--- config.mk ---
export PLATFORM = sky130hd
export DESIGN_NAME = instr_sequencer
export DESIGN_NICKNAME = d
export VERILOG_FILES = /design/src/rtl/seq_pkg.sv /design/src/rtl/instr_sequencer.sv
export SDC_FILE = /design/constraint.sdc
export NUM_CORES = 1
export LEC_CHECK = 0
export ABC_AREA = 1
export CAP_MARGIN = 25
export CORE_ASPECT_RATIO = 0.75
export CORE_MARGIN = 2
export CORE_UTILIZATION = 40
export DETAILED_ROUTE_END_ITERATION = 16
export HOLD_SLACK_MARGIN = 0.05
export MAX_ROUTING_LAYER = met4
export PLACE_DENSITY = 0.73
export SETUP_SLACK_MARGIN = 0.15
export SYNTH_ARGS = -nofsm -noshare
export SYNTH_HDL_FRONTEND = slang
export SYNTH_SLANG_ARGS = --single-unit
--- constraint.sdc ---
create_clock -name clk -period 5.95 [get_ports clk]
set_input_delay 0.8925 -clock clk [delete_from_list [all_inputs] [get_ports clk]]
set_output_delay 0.8925 -clock clk [all_outputs]
set_load 0.05 [all_outputs]
--- src/rtl/seq_pkg.sv ---
// Shared definitions for the program sequencer: opcodes, instruction field
// positions and the fetch/issue state encoding.
package seq_pkg;

  localparam logic [3:0] OP_HALT = 4'h0;
  localparam logic [3:0] OP_ADDI = 4'h1;
  localparam logic [3:0] OP_ADD  = 4'h2;
  localparam logic [3:0] OP_JMP  = 4'h3;
  localparam logic [3:0] OP_OUT  = 4'hF;

  localparam int OPC_HI = 31;
  localparam int OPC_LO = 28;

  typedef enum logic [2:0] {
    IDLE,
    FETCH,
    DECODE,
    ISSUE,
    HALT
  } seq_state_e;

  function automatic logic [3:0] opcode_of(input logic [31:0] instr);
    return instr[OPC_HI:OPC_LO];
  endfunction

  // Ops the datapath is known to implement; anything else is still forwarded.
  function automatic logic is_datapath_op(input logic [3:0] op);
    return (op == OP_ADDI) || (op == OP_ADD) || (op == OP_OUT);
  endfunction

endpackage

--- src/rtl/instr_sequencer.sv ---
// Fetch/issue controller: owns the PC, reads the ROM, runs HALT/JMP locally and
// hands every other instruction to the datapath. Optional macro: SEQ_SINGLE_STEP_EN.
module instr_sequencer
  import seq_pkg::*;
#(
  parameter int AW    = 3,
  parameter int CNT_W = 16
) (
  input  logic             clk,
  input  logic             rst_n,
  input  logic             start,
  output logic [AW-1:0]    rom_addr,
  input  logic [31:0]      rom_data,
  output logic             issue_valid,
  output logic [31:0]      issue_instr,
  input  logic             issue_ready,
  output logic [AW-1:0]    pc,
  output logic             running,
  output logic             halted,
  output logic [CNT_W-1:0] issued_cnt
`ifdef SEQ_SINGLE_STEP_EN
  ,
  input  logic             step
`endif
);

  logic [1:0]       rst_sync_q;
  logic             rst_int_n;

  seq_state_e       state_q;
  logic [AW-1:0]    pc_q;
  logic [31:0]      ir_q;
  logic             issue_valid_q;
  logic [31:0]      issue_instr_q;
  logic             running_q;
  logic             halted_q;
  logic [CNT_W-1:0] cnt_q;

  logic [AW-1:0]    pc_inc_d;
  logic [CNT_W-1:0] cnt_inc_d;
  logic [3:0]       opcode;
  logic [AW-1:0]    jmp_target;
  logic             advance;

  // Reset asserts immediately but releases two clocks after rst_n rises, so
  // every flop leaves reset on the same edge.
  always_ff @(posedge clk or negedge rst_n) begin
    if (!rst_n) begin
      rst_sync_q <= 2'b00;
    end else begin
      rst_sync_q <= {rst_sync_q[0], 1'b1};
    end
  end

  assign rst_int_n = rst_sync_q[1];

`ifdef SEQ_SINGLE_STEP_EN
  assign advance = step;
`else
  assign advance = 1'b1;
`endif

  assign opcode     = opcode_of(ir_q);
  assign jmp_target = ir_q[AW-1:0];
  assign pc_inc_d   = pc_q + AW'(1);
  assign cnt_inc_d  = (&cnt_q) ? cnt_q : cnt_q + CNT_W'(1);

  // NOTE: state and registered outputs use non-blocking assignments so every
  // flop samples the pre-edge values, independent of statement order.
  always_ff @(posedge clk or negedge rst_int_n) begin
    if (!rst_int_n) begin
      state_q       <= IDLE;
      pc_q          <= '0;
      ir_q          <= '0;
      issue_valid_q <= 1'b0;
      issue_instr_q <= '0;
      running_q     <= 1'b0;
      halted_q      <= 1'b0;
      cnt_q         <= '0;
    end else begin
      case (state_q)
        IDLE, HALT: begin
          if (start) begin
            pc_q      <= '0;
            cnt_q     <= '0;
            running_q <= 1'b1;
            halted_q  <= 1'b0;
            state_q   <= FETCH;
          end
        end

        FETCH: begin
          ir_q    <= rom_data;
          state_q <= DECODE;
        end

        // HALT is recognised even while single-step holds DECODE.
        DECODE: begin
          if (opcode == OP_HALT) begin
            running_q <= 1'b0;
            halted_q  <= 1'b1;
            state_q   <= HALT;
          end else if (advance) begin
            if (opcode == OP_JMP) begin
              pc_q    <= jmp_target;
              state_q <= FETCH;
            end else begin
              issue_valid_q <= 1'b1;
              issue_instr_q <= ir_q;
              state_q       <= ISSUE;
            end
          end
        end

        // issue_instr is left untouched after the handshake; only valid drops.
        ISSUE: begin
          if (issue_ready) begin
            issue_valid_q <= 1'b0;
            pc_q          <= pc_inc_d;
            cnt_q         <= cnt_inc_d;
            state_q       <= FETCH;
          end
        end

        default: state_q <= IDLE;
      endcase
    end
  end

  assign rom_addr    = pc_q;
  assign pc          = pc_q;
  assign issue_valid = issue_valid_q;
  assign issue_instr = issue_instr_q;
  assign running     = running_q;
  assign halted      = halted_q;
  assign issued_cnt  = cnt_q;

endmodule

-- Yosys cells after proc, flatten, opt, wreduce, memory -nomap -nowiden
Index checks and enable logic that the tools add are counted.
- register bits after elaboration: 91
- bits of input ports: 36
- output and inout port bits: 57
- logic and storage cells: 63
- add/subtract/negate cells: 2
- eq/ne operators: 12
- multiplexer cells: 24
- bitwise logic cells: 2
- reduce and logical (&&, ||, !) cells: 14
- operators by type and width (kind ; number):
    2-to-1 mux 16 bit ; 3
    one-hot mux 16 bit (2 select lines) ; 1
    2-to-1 mux 3 bit ; 7
    adder 16 x 1 -> 16 bit (second input constant) ; 1
    AND reduction 16 bit ; 1
    inequality test 2 bit (second input constant) ; 7
    one-hot mux 3 bit (4 select lines) ; 1
    one-hot mux 3 bit (3 select lines) ; 1
    AND reduction 4 bit ; 2
    2-to-1 mux 1 bit ; 7
    == test 3 x 2 -> 1 bit (second input constant) ; 2
    one-hot mux 1 bit (2 select lines) ; 3
    AND reduction 3 bit ; 2
    nonzero test 2 bit ; 3
    AND reduction 5 bit ; 1
    == test 4 x 2 -> 1 bit (second input constant) ; 1
    logical NOT 4 bit ; 1
    adder 3 x 1 -> 3 bit (second input constant) ; 1
    == test 3 x 1 -> 1 bit (second input constant) ; 1
    == test 3 bit (second input constant) ; 1
    logical NOT 3 bit ; 1
    nonzero test 3 bit ; 1
    2-to-1 mux 2 bit ; 1
    inverter 1 bit ; 2
    other kinds (2) ; 2

-- Longest topological paths before layout
Gate-level depths: netlist (run 1).
- word-level depth: 4
- depth in mapped cells: 11
- depth with buffers taken out: 10

-- Worst setup path before layout (run 1)
Ideal clock, no wire load.
- path type: reg2reg
- from: reg cnt_q[0], in the netlist issued_cnt[0]
- to: reg cnt_q[13], in the netlist issued_cnt[13]
- library setup time: 0.066 ns
- data arrival time: 1.810 ns
- data required time: 5.884 ns
- setup slack: 4.074 ns
- cell stages (with the launch flop): 12
- path buffers: 2
- clock period less this slack: 1.876 ns
- cells stage by stage: dfrtp_1 > ha_1 > nand2_2 > nor2_4 > nand2_2 > clkinv_1 > nand3_2 > nand3_2 > buf_6 > buf_8 > nand2_1 > nand2_1
- word-level cells in the longest chain between the ends: 4
- elaborated cells between the ends (all ways): 7
- classes of those cells: add/sub: 1; eq/ne: 1; mux: 3; reduce/logical: 2
- ends and longest elaborated chain (element ; line ; source):
    from (decl) ; instr_sequencer.sv:37 ; logic [CNT_W-1:0] cnt_q;
    from (signal assigned) ; instr_sequencer.sv:120 ; cnt_q <= cnt_inc_d;
    adder 16 x 1 -> 16 bit ; instr_sequencer.sv:66 ; assign cnt_inc_d = (&cnt_q) ? cnt_q : cnt_q + CNT_W'(1);
    2-to-1 mux 16 bit ; instr_sequencer.sv:66 ;
    2-to-1 mux 16 bit ; instr_sequencer.sv:117 ; if (issue_ready) begin
    one-hot mux 16 bit (2 select lines) ; instr_sequencer.sv:81 ; case (state_q)
Several ways; a longest one is shown, not always the timed one. The select of a mux whose other input is x is not followed.
A chain may end at the register's enable or synchronous reset.

-- Worst setup path in the final report (run 1)
- from: reg cnt_q[4], in the netlist issued_cnt[4]
- to: out issued_cnt[4]
- RTL lines (element ; line ; source):
    to (decl) ; instr_sequencer.sv:20 ; output logic [CNT_W-1:0] issued_cnt
No word-level cell between the ends.

==> impl_metrics.csv, run 1 <==
group,metric,value,unit
outcome,status,"finished, final reports clean",
synthesis,synth_edf_count,0,
synthesis,synth_area,0.00407,mm^2
sta,drv_slew,0,
synthesis,ys.flop_type,"dfrtp_1",
die,row_count,31,
grt,grt_max_degree,48,
finish,final_common_cell,"nand2_1",
finish,nets,564,
critical_path,cp.required,5.06,ns
die,initial_core_util,0.416,
critical_path,critical_path.top_delay_family,"buffers and inverters",
route,drc_errors,0,
cts,holdBufCountCts,0,
route,finalWirelength,9.58,mm
critical_path,crit_start,"issued_cnt[4]",
critical_path,cp-start-kind,"flop",
cts,clk_latency,0.34,ns
place,hpwl,6.68,mm
critical_path,reg2reg_from,"state_q[2]",
synthesis,yosys_warnings,0,
die,ioPinCount,93,
cts,root_buffer,"clkbuf_16",
die,die_x,120,um
synthesis,postSynth.asyncResetShare,1.00,
synthesis,synth_seq_area_share,0.559,
sta,slew_headroom,0.398,
cts,clk_pin_slew,0.07,ns
critical_path,worstSetupEndpoint,"issued_cnt[4]",
sta,holdWs,0.319,ns
grt,grt_pass1_wl,15.7,mm
critical_path,crit_path_top_delay_cell,"clkdlybuf4s50_1",
finish,fillCellCount,891,
critical_path,path_cells,"clkdlybuf4s50_1",
die,die-area,0.0110,mm^2
finish,antennaDiodeCount,0,
sta,rsz0062_at_grt,"false",
finish,fin_util,0.547,
critical_path,timing.rr.end,"issue_instr[30]",
cts,clock_path_buffers,2,
critical_path,path_max_fanout,7,
place,io_buffers,92,
cts,clkSinkCount,91,
place,globalplace.congestion,0.861,
synthesis,yosysTopAreaCell,"dfrtp_1",
synthesis,synthesis.nets,478,
place,dp.cells,647,
synthesis,syn_area_per_cell,9.25,um^2
die,coreArea,0.00977,mm^2
route,drt_iter0_drc,287,
grt,grt_pass1_vias,3134,
critical_path,crit_buf_inv,1,
cts,htreeDepth,3,
route,firstDrtPassIters,4,
sta,setup_tns,0,ns
synthesis,synth_cell_types,28,
cts,ctsResizeCount,0,
critical_path,worst-r2r-cell-count,9,
route,vias,3257,
critical_path,cp_num_cells,1,
sta,fin_worst_skew,0.0102,ns
pwr,p_leak,2.45,nW
job,maxCapViolCount,0,
critical_path,worstPathArrival,1.66,ns
synthesis,ys_seq_elements,91,
grt,grt_usage,0.187,
finish,instances_no_fill,663,
cts,cts_buffers,9,
finish,syn_to_final_growth,31.3,%
pwr,ir_drop,0.251,mV
critical_path,cpPeakStageDelay,0.86,ns
grt,grt_antenna_before_repair,0,
sta,period_share,0.428,
die,die_y,91.4,um
cts,cts_tree,"built",
synthesis,synth.area.top_cells,"dfrtp_1, nand2_1, mux2_2",
sta,hold_viol,0,
pwr,power_density,567,mW/mm^2
critical_path,r2r_slack,3.82,ns
cts,post_cts_buffers,0,
sta,fin_crit,2.55,ns
hold_path,hp-class,"flop to async pin",
synthesis,synthCells,440,
route,ant_nets,0,
sta,fmax,392,MHz
sta,worst_slew_pin_slew,0.902,ns
synthesis,synth_top_area_share,0.559,
critical_path,criticalPathCategory,"flop to output port",
route,vias_per_cell,4.91,
finish,final_layout_size_suffix_gt1_frac,0.121,
sta,setup_viol,0,
finish,final_cell_mix,"nand2_1, clkdlybuf4s50_1, dfrtp_1",
critical_path,endpoint_kind,"output port",
grt,grt_overflow_total,0,
route,wire_per_inst,14.4,um
## state kept, by name, indices dropped and copies added (netlist names)
signal       flops
issue_instr     32
issued_cnt      16
issue_valid      1
state_q          3
running          1
ir_q            32
rst_sync_q       2
halted           1
pc               3
## worst min-delay path by stage
stage	slack, ns	endpoint	start
after floorplan	0.33	rst_sync_q[1]	rst_sync_q[0]
after global placement	0.33	ir_q[8]	rst_sync_q[1]
after detailed placement	0.34	issue_instr[10]	rst_sync_q[1]
after CTS	0.34	ir_q[7]	rst_sync_q[1]
after global routing	0.36	rst_sync_q[1]	rst_sync_q[0]
final	0.32	ir_q[7]	rst_sync_q[1]
## power breakdown
group / leakage (nW) / switching (mW) / total (mW) / internal [mW]
Clock: 0.140 / 0.238 / 0.567 / 0.329
Sequential: 1.13 / 0.155 / 1.03 / 0.871
Combinational: 1.18 / 0.940 / 1.44 / 0.498
Total: 2.45 / 1.33 / 3.03 / 1.70
## synth_stat cells (4+ instances only)
cell	number
a21oi_1	9
o21ai_0	19
buf_2	7
dfrtp_1	91
nand4_1	7
o21ai_1	6
nand2_2	4
nor2_1	28
nand3_1	41
mux2_2	28
buf_4	6
inv_2	6
nand2_1	135
inv_1	27
## metal layers
layer,GRT usage,share of wire,vias up
met5,-,0,-
met2,0.283,0.48,87
li1,-,-,1590
met4,0.0552,0.011,0
met1,0.252,0.46,1569
met3,0.0408,0.051,11
## logic make-up after synthesis
logic type	after synthesis	synth area share
DFF	91	0.559
xor gates and xnor gates	1	0.00215
other	1	0.000921
buffers and inverters	54	0.0658
AOI/OAI and AO/OA	41	0.0544
muxes	28	0.0775
adders and majority gates	2	0.00615
and+or+nand+nor	222	0.234
## cell type report
cell class                      instances  area (um^2)  area share
Clock buffer                           10          229      0.0429
Sequential cell                        91         2280       0.427
Timing Repair Buffer                   95          943       0.177
Inverter                               34          128      0.0239
Clock inverter                          6         71.3      0.0133
Tap cell                              132          165      0.0309
Multi-Input combinational cell        295         1530       0.285
## stage by stage
step                      power, mW  setup WS [ns]  area [um^2]
final                          3.03           3.40         5340
after global routing           3.23           3.35         5340
after CTS                      3.06           3.38         5340
after detailed placement       2.48           3.32         5040
after global placement         2.43           3.48         5040
after floorplan                2.08           3.23         4070
Note: power is estimated with default switching activity, not from simulation.
==> inputs of run 2 (changes only) <==
--- a/config.mk
+++ b/config.mk
@@ -13,7 +13,7 @@
 export DETAILED_ROUTE_END_ITERATION = 16
 export HOLD_SLACK_MARGIN = 0.05
 export MAX_ROUTING_LAYER = met4
-export PLACE_DENSITY = 0.73
+export PLACE_DENSITY = 0.76
 export SETUP_SLACK_MARGIN = 0.15
 export SYNTH_ARGS = -nofsm -noshare
 export SYNTH_HDL_FRONTEND = slang
==> constraint.sdc (replaced) <==
create_clock -name clk -period 2.3 [get_ports clk]
set_input_delay 0.345 -clock clk [delete_from_list [all_inputs] [get_ports clk]]
set_output_delay 0.345 -clock clk [all_outputs]
set_load 0.05 [all_outputs]
==> run 2 against run 1 <==
Critical path depth unchanged; sequential cell count unchanged; clock power increased to 3.0 times the previous value; non-clock buffer count increased by 7; first-iteration DRC count decreased by 24%; count of clock-buffer cells in the layout decreased by 1; via count increased by 1.3%; final area increased by 1.9%; critical endpoint unchanged; largest power group unchanged.
==> impl_metrics.csv, run 2 (same netlist as run 1, synthesis figures left out) <==
group,metric,value,unit
outcome,status,"finished, final reports clean",
route,drc_errors,0,
grt,grt_pass1_vias,3240,
grt,grt_antenna_before_repair,0,
pwr,power_frac_seq,0.325,
critical_path,timing.rr.end,"issued_cnt[14]",
cts,holdBufCountCts,0,
critical_path,path_cells,"clkdlybuf4s50_1",
sta,worst_slew_pin_slew,0.556,ns
cts,root_buffer,"clkbuf_16",
place,place_ws,0.460,ns
pwr,ir_drop,0.844,mV
finish,final_layout_size_suffix_gt1_frac,0.134,
sta,fmax,492,MHz
critical_path,reg2reg_from,"issued_cnt[0]",
hold_path,hp-class,"input port to async pin",
sta,drv_slew,0,
critical_path,crit_path_top_delay_cell,"clkdlybuf4s50_1",
critical_path,worstPathArrival,1.69,ns
place,io_buffers,92,
cts,cts_tree,"built",
sta,layout_setup_ws,0.265,ns
route,vias,3300,
critical_path,path_max_fanout,7,
pwr,power_density,1500,mW/mm^2
critical_path,cp-start-kind,"flop",
route,ant_nets,0,
cts,clkSinkCount,91,
cts,clk_latency,0.34,ns
route,drt_iter0_drc,219,
job,maxCapViolCount,0,
sta,setup_tns,0,ns
sta,rsz0062_at_grt,"false",
finish,final_common_cell,"nand2_1",
finish,final_cell_mix,"nand2_1, clkdlybuf4s50_1, dfrtp_1",
cts,clk_pin_slew,0.07,ns
grt,grt_pass1_wl,16.0,mm
die,die_y,91.4,um
sta,hold_viol,0,
route,firstDrtPassIters,5,
sta,period_share,0.885,
critical_path,cp.required,1.96,ns
die,coreArea,0.00977,mm^2
pwr,p_leak,2.51,nW
critical_path,crit_start,"issued_cnt[4]",
critical_path,cp_num_cells,1,
grt,grt_usage,0.191,
sta,slew_headroom,0.630,
die,initial_core_util,0.416,
place,globalplace.congestion,0.823,
cts,htreeDepth,3,
sta,fin_crit,2.03,ns
place,placed_area,0.00509,mm^2
critical_path,endpoint_kind,"output port",
finish,antennaDiodeCount,0,
sta,setup_viol,0,
pwr,internal-power,4.66,mW
cts,ctsResizeCount,0,
finish,syn_to_final_growth,33.7,%
finish,fillCellCount,879,
route,finalWirelength,9.82,mm
pwr,swShare,0.427,
cts,clock_path_buffers,2,
pwr,pwr-share-clk,0.208,
die,ioPinCount,93,
critical_path,criticalPathCategory,"flop to output port",
critical_path,worstSetupEndpoint,"issued_cnt[4]",
sta,fin_worst_skew,0.00690,ns
critical_path,r2r_slack,0.42,ns
critical_path,worst-r2r-cell-count,11,
route,vias_per_cell,4.93,
critical_path,critical_path.top_delay_family,"buffers and inverters",
finish,nets,571,
finish,fin_area,0.00544,mm^2
route,wire_per_inst,14.7,um
die,die_x,120,um
cts,cts_buffers,9,
pwr,p_sw,3.48,mW
sta,holdWs,0.165,ns
grt,grt_max_degree,42,
die,row_count,31,
cts,post_cts_buffers,0,
grt,grt_overflow_total,0,
critical_path,crit_buf_inv,1,
place,hpwl,6.85,mm
critical_path,cpPeakStageDelay,0.87,ns
place,dp.cells,654,
die,die-area,0.0110,mm^2
finish,instances_no_fill,670,
pwr,comb_power_share,0.467,
==> run 2: cell count changes in the layout (fill, tap and decap cells not counted) <==
cell       before  now
clkbuf_1        1    0
buf_4           3   10
bufinv_16       1    3
clkinv_4        1    0
==> run 2: through the flow <==
stage	total power [mW]	util
after CTS	8.21	0.557
after floorplan	5.39	-
final	8.14	0.557
after global routing	8.62	0.557
after global placement	6.34	0.521
after detailed placement	6.47	0.521
==> run 2: area by class of cell <==
class                           count  area (um^2)  share of cell area
Tap cell                          132          165              0.0303
Clock buffer                        9          225              0.0414
Sequential cell                    91         2280               0.419
Multi-Input combinational cell    295         1530               0.280
Inverter                           34          128              0.0234
Clock inverter                      7          123              0.0225
Timing Repair Buffer              102          996               0.183
==> run 2: routing by layer <==
layer	routed length (um)	global-route usage
met3	476	0.0440
met2	4820	0.307
met4	118	0.0455
met5	0	-
met1	4410	0.246
==> run 2: how the worst min path moves through the flow <==
stage	from	to	cells past startpoint	slack, ns
6_report	rst_n	rst_sync_q[0]	1	0.17
4_1_cts	rst_n	rst_sync_q[1]	1	0.16
2_1_floorplan	rst_n	rst_sync_q[0]	0	0.05
3_5_place_dp	rst_sync_q[1]	issued_cnt[15]	0	0.34
3_3_place_gp	rst_sync_q[1]	issued_cnt[14]	0	0.33
5_1_grt	rst_n	rst_sync_q[1]	1	0.15
==> run 2: power by group through the flow <==
stage                     Sequential [mW]  Clock [mW]  Combinational (mW)
after floorplan                      3.69           0                1.70
after global placement               2.62           0                3.72
after detailed placement             2.66           0                3.81
after CTS                            2.64        1.73                3.83
after global routing                 2.72        1.80                4.10
final                                2.64        1.70                3.80
==> inputs of run 3 (changes only) <==
--- a/config.mk
+++ b/config.mk
@@ -13,7 +13,8 @@
 export DETAILED_ROUTE_END_ITERATION = 16
 export HOLD_SLACK_MARGIN = 0.05
 export MAX_ROUTING_LAYER = met4
-export PLACE_DENSITY = 0.76
+export PLACE_DENSITY = 0.69
+export REMOVE_ABC_BUFFERS = 1
 export SETUP_SLACK_MARGIN = 0.15
 export SYNTH_ARGS = -nofsm -noshare
 export SYNTH_HDL_FRONTEND = slang
==> run 3 against run 2 <==
Die area unchanged; register-to-register slack better by 0.04 ns; sequential cell count is the same; power down 5.1%; sequential share of layout area increased by 0.66 points; highest routed layer unchanged.
==> impl_metrics.csv, run 3 (same netlist as run 1, synthesis figures left out) <==
group,metric,value,unit
outcome,status,"finished, final reports clean",
route,firstDrtPassIters,5,
critical_path,cp.required,1.96,ns
sta,worst_slew_pin_slew,0.525,ns
sta,fin_crit,2.00,ns
critical_path,crit_buf_inv,1,
pwr,p_total,7.73,mW
sta,setup_viol,0,
pwr,power_density,1440,mW/mm^2
sta,layout_setup_ws,0.303,ns
sta,hold_viol,0,
finish,fin_area,0.00536,mm^2
route,wire_per_inst,14.2,um
cts,clk_pin_slew,0.06,ns
place,io_buffers,92,
critical_path,path_cells,"clkdlybuf4s50_1",
grt,grt_max_degree,40,
route,vias,3227,
grt,grt_pass1_vias,3110,
place,placed_area,0.00509,mm^2
cts,clock_path_buffers,2,
critical_path,cpPeakStageDelay,0.85,ns
sta,fin_worst_skew,0.00509,ns
cts,clkSinkCount,91,
sta,fmax,501,MHz
critical_path,r2r_slack,0.46,ns
critical_path,worstPathArrival,1.65,ns
route,drc_errors,0,
die,ioPinCount,93,
place,hpwl,6.66,mm
sta,setup_tns,0,ns
hold_path,hp-class,"input port to async pin",
critical_path,crit_path_top_delay_cell,"clkdlybuf4s50_1",
pwr,ir_drop,0.748,mV
pwr,p_leak,2.48,nW
route,ant_nets,0,
die,initial_core_util,0.416,
cts,holdBufCountCts,0,
grt,grt_pass1_wl,15.7,mm
critical_path,crit_start,"issued_cnt[4]",
critical_path,cp-start-kind,"flop",
place,place_ws,0.458,ns
critical_path,reg2reg_from,"issued_cnt[0]",
finish,final_common_cell,"nand2_1",
job,maxCapViolCount,0,
die,die-area,0.0110,mm^2
die,die_y,91.4,um
sta,rsz0062_at_grt,"false",
finish,nets,570,
critical_path,criticalPathCategory,"flop to output port",
finish,instances_no_fill,669,
cts,post_cts_buffers,0,
finish,syn_to_final_growth,31.7,%
finish,antennaDiodeCount,0,
route,finalWirelength,9.47,mm
cts,cts_tree,"built",
route,vias_per_cell,4.82,
grt,grt_usage,0.188,
die,coreArea,0.00977,mm^2
critical_path,path_max_fanout,7,
sta,slew_headroom,0.650,
place,dp.cells,653,
route,drt_iter0_drc,244,
critical_path,critical_path.top_delay_family,"buffers and inverters",
sta,drv_slew,0,
grt,grt_antenna_before_repair,0,
cts,ctsResizeCount,0,
cts,root_buffer,"clkbuf_16",
finish,final_layout_size_suffix_gt1_frac,0.130,
finish,final_cell_mix,"nand2_1, clkdlybuf4s50_1, dfrtp_1",
place,globalplace.congestion,0.921,
grt,grt_overflow_total,0,
die,die_x,120,um
cts,clk_latency,0.33,ns
cts,htreeDepth,3,
die,row_count,31,
critical_path,endpoint_kind,"output port",
sta,period_share,0.868,
cts,cts_buffers,9,
==> run 3: path summary, 6_finish.rpt <==
path,end,depth (start not counted)
worst max-delay path,issued_cnt[4],1
worst min-delay path,rst_sync_q[1],1
worst max register to register,issued_cnt[14],11
worst min register to register,issued_cnt[0],0
max in group asynchronous,ir_q[8],1
min in group clk,rst_sync_q[1],0
==> run 3: routing by layer <==
metal | vias up | track usage | wire length (um)
li1 | 1605 | - | -
met1 | 1519 | 0.264 | 4440
met2 | 94 | 0.271 | 4390
met3 | 9 | 0.0496 | 539
met4 | 0 | 0.0484 | 104
met5 | - | - | 0
==> run 3: area by class of cell <==
class	count	area, um^2
fillers	933	4420
flip-flops and latches	91	2280
multi-input cells	295	1530
repair buffers	101	988
clock buffers	11	243
well taps	132	165
inverters	34	128
clock inverters	5	28.8
==> run 3: through the flow <==
stage	hold WS [ns]	utilization
after floorplan	0.0494	-
after global placement	0.321	0.520
after detailed placement	0.329	0.520
after CTS	0.161	0.548
after global routing	0.164	0.548
final	0.172	0.548
==> run 3: where the power goes <==
group	internal [mW]	leakage, nW	switching (mW)
registers	2.25	1.13	0.395
logic	1.33	1.21	2.41
clock network	0.756	0.139	0.582
total	4.34	2.48	3.39
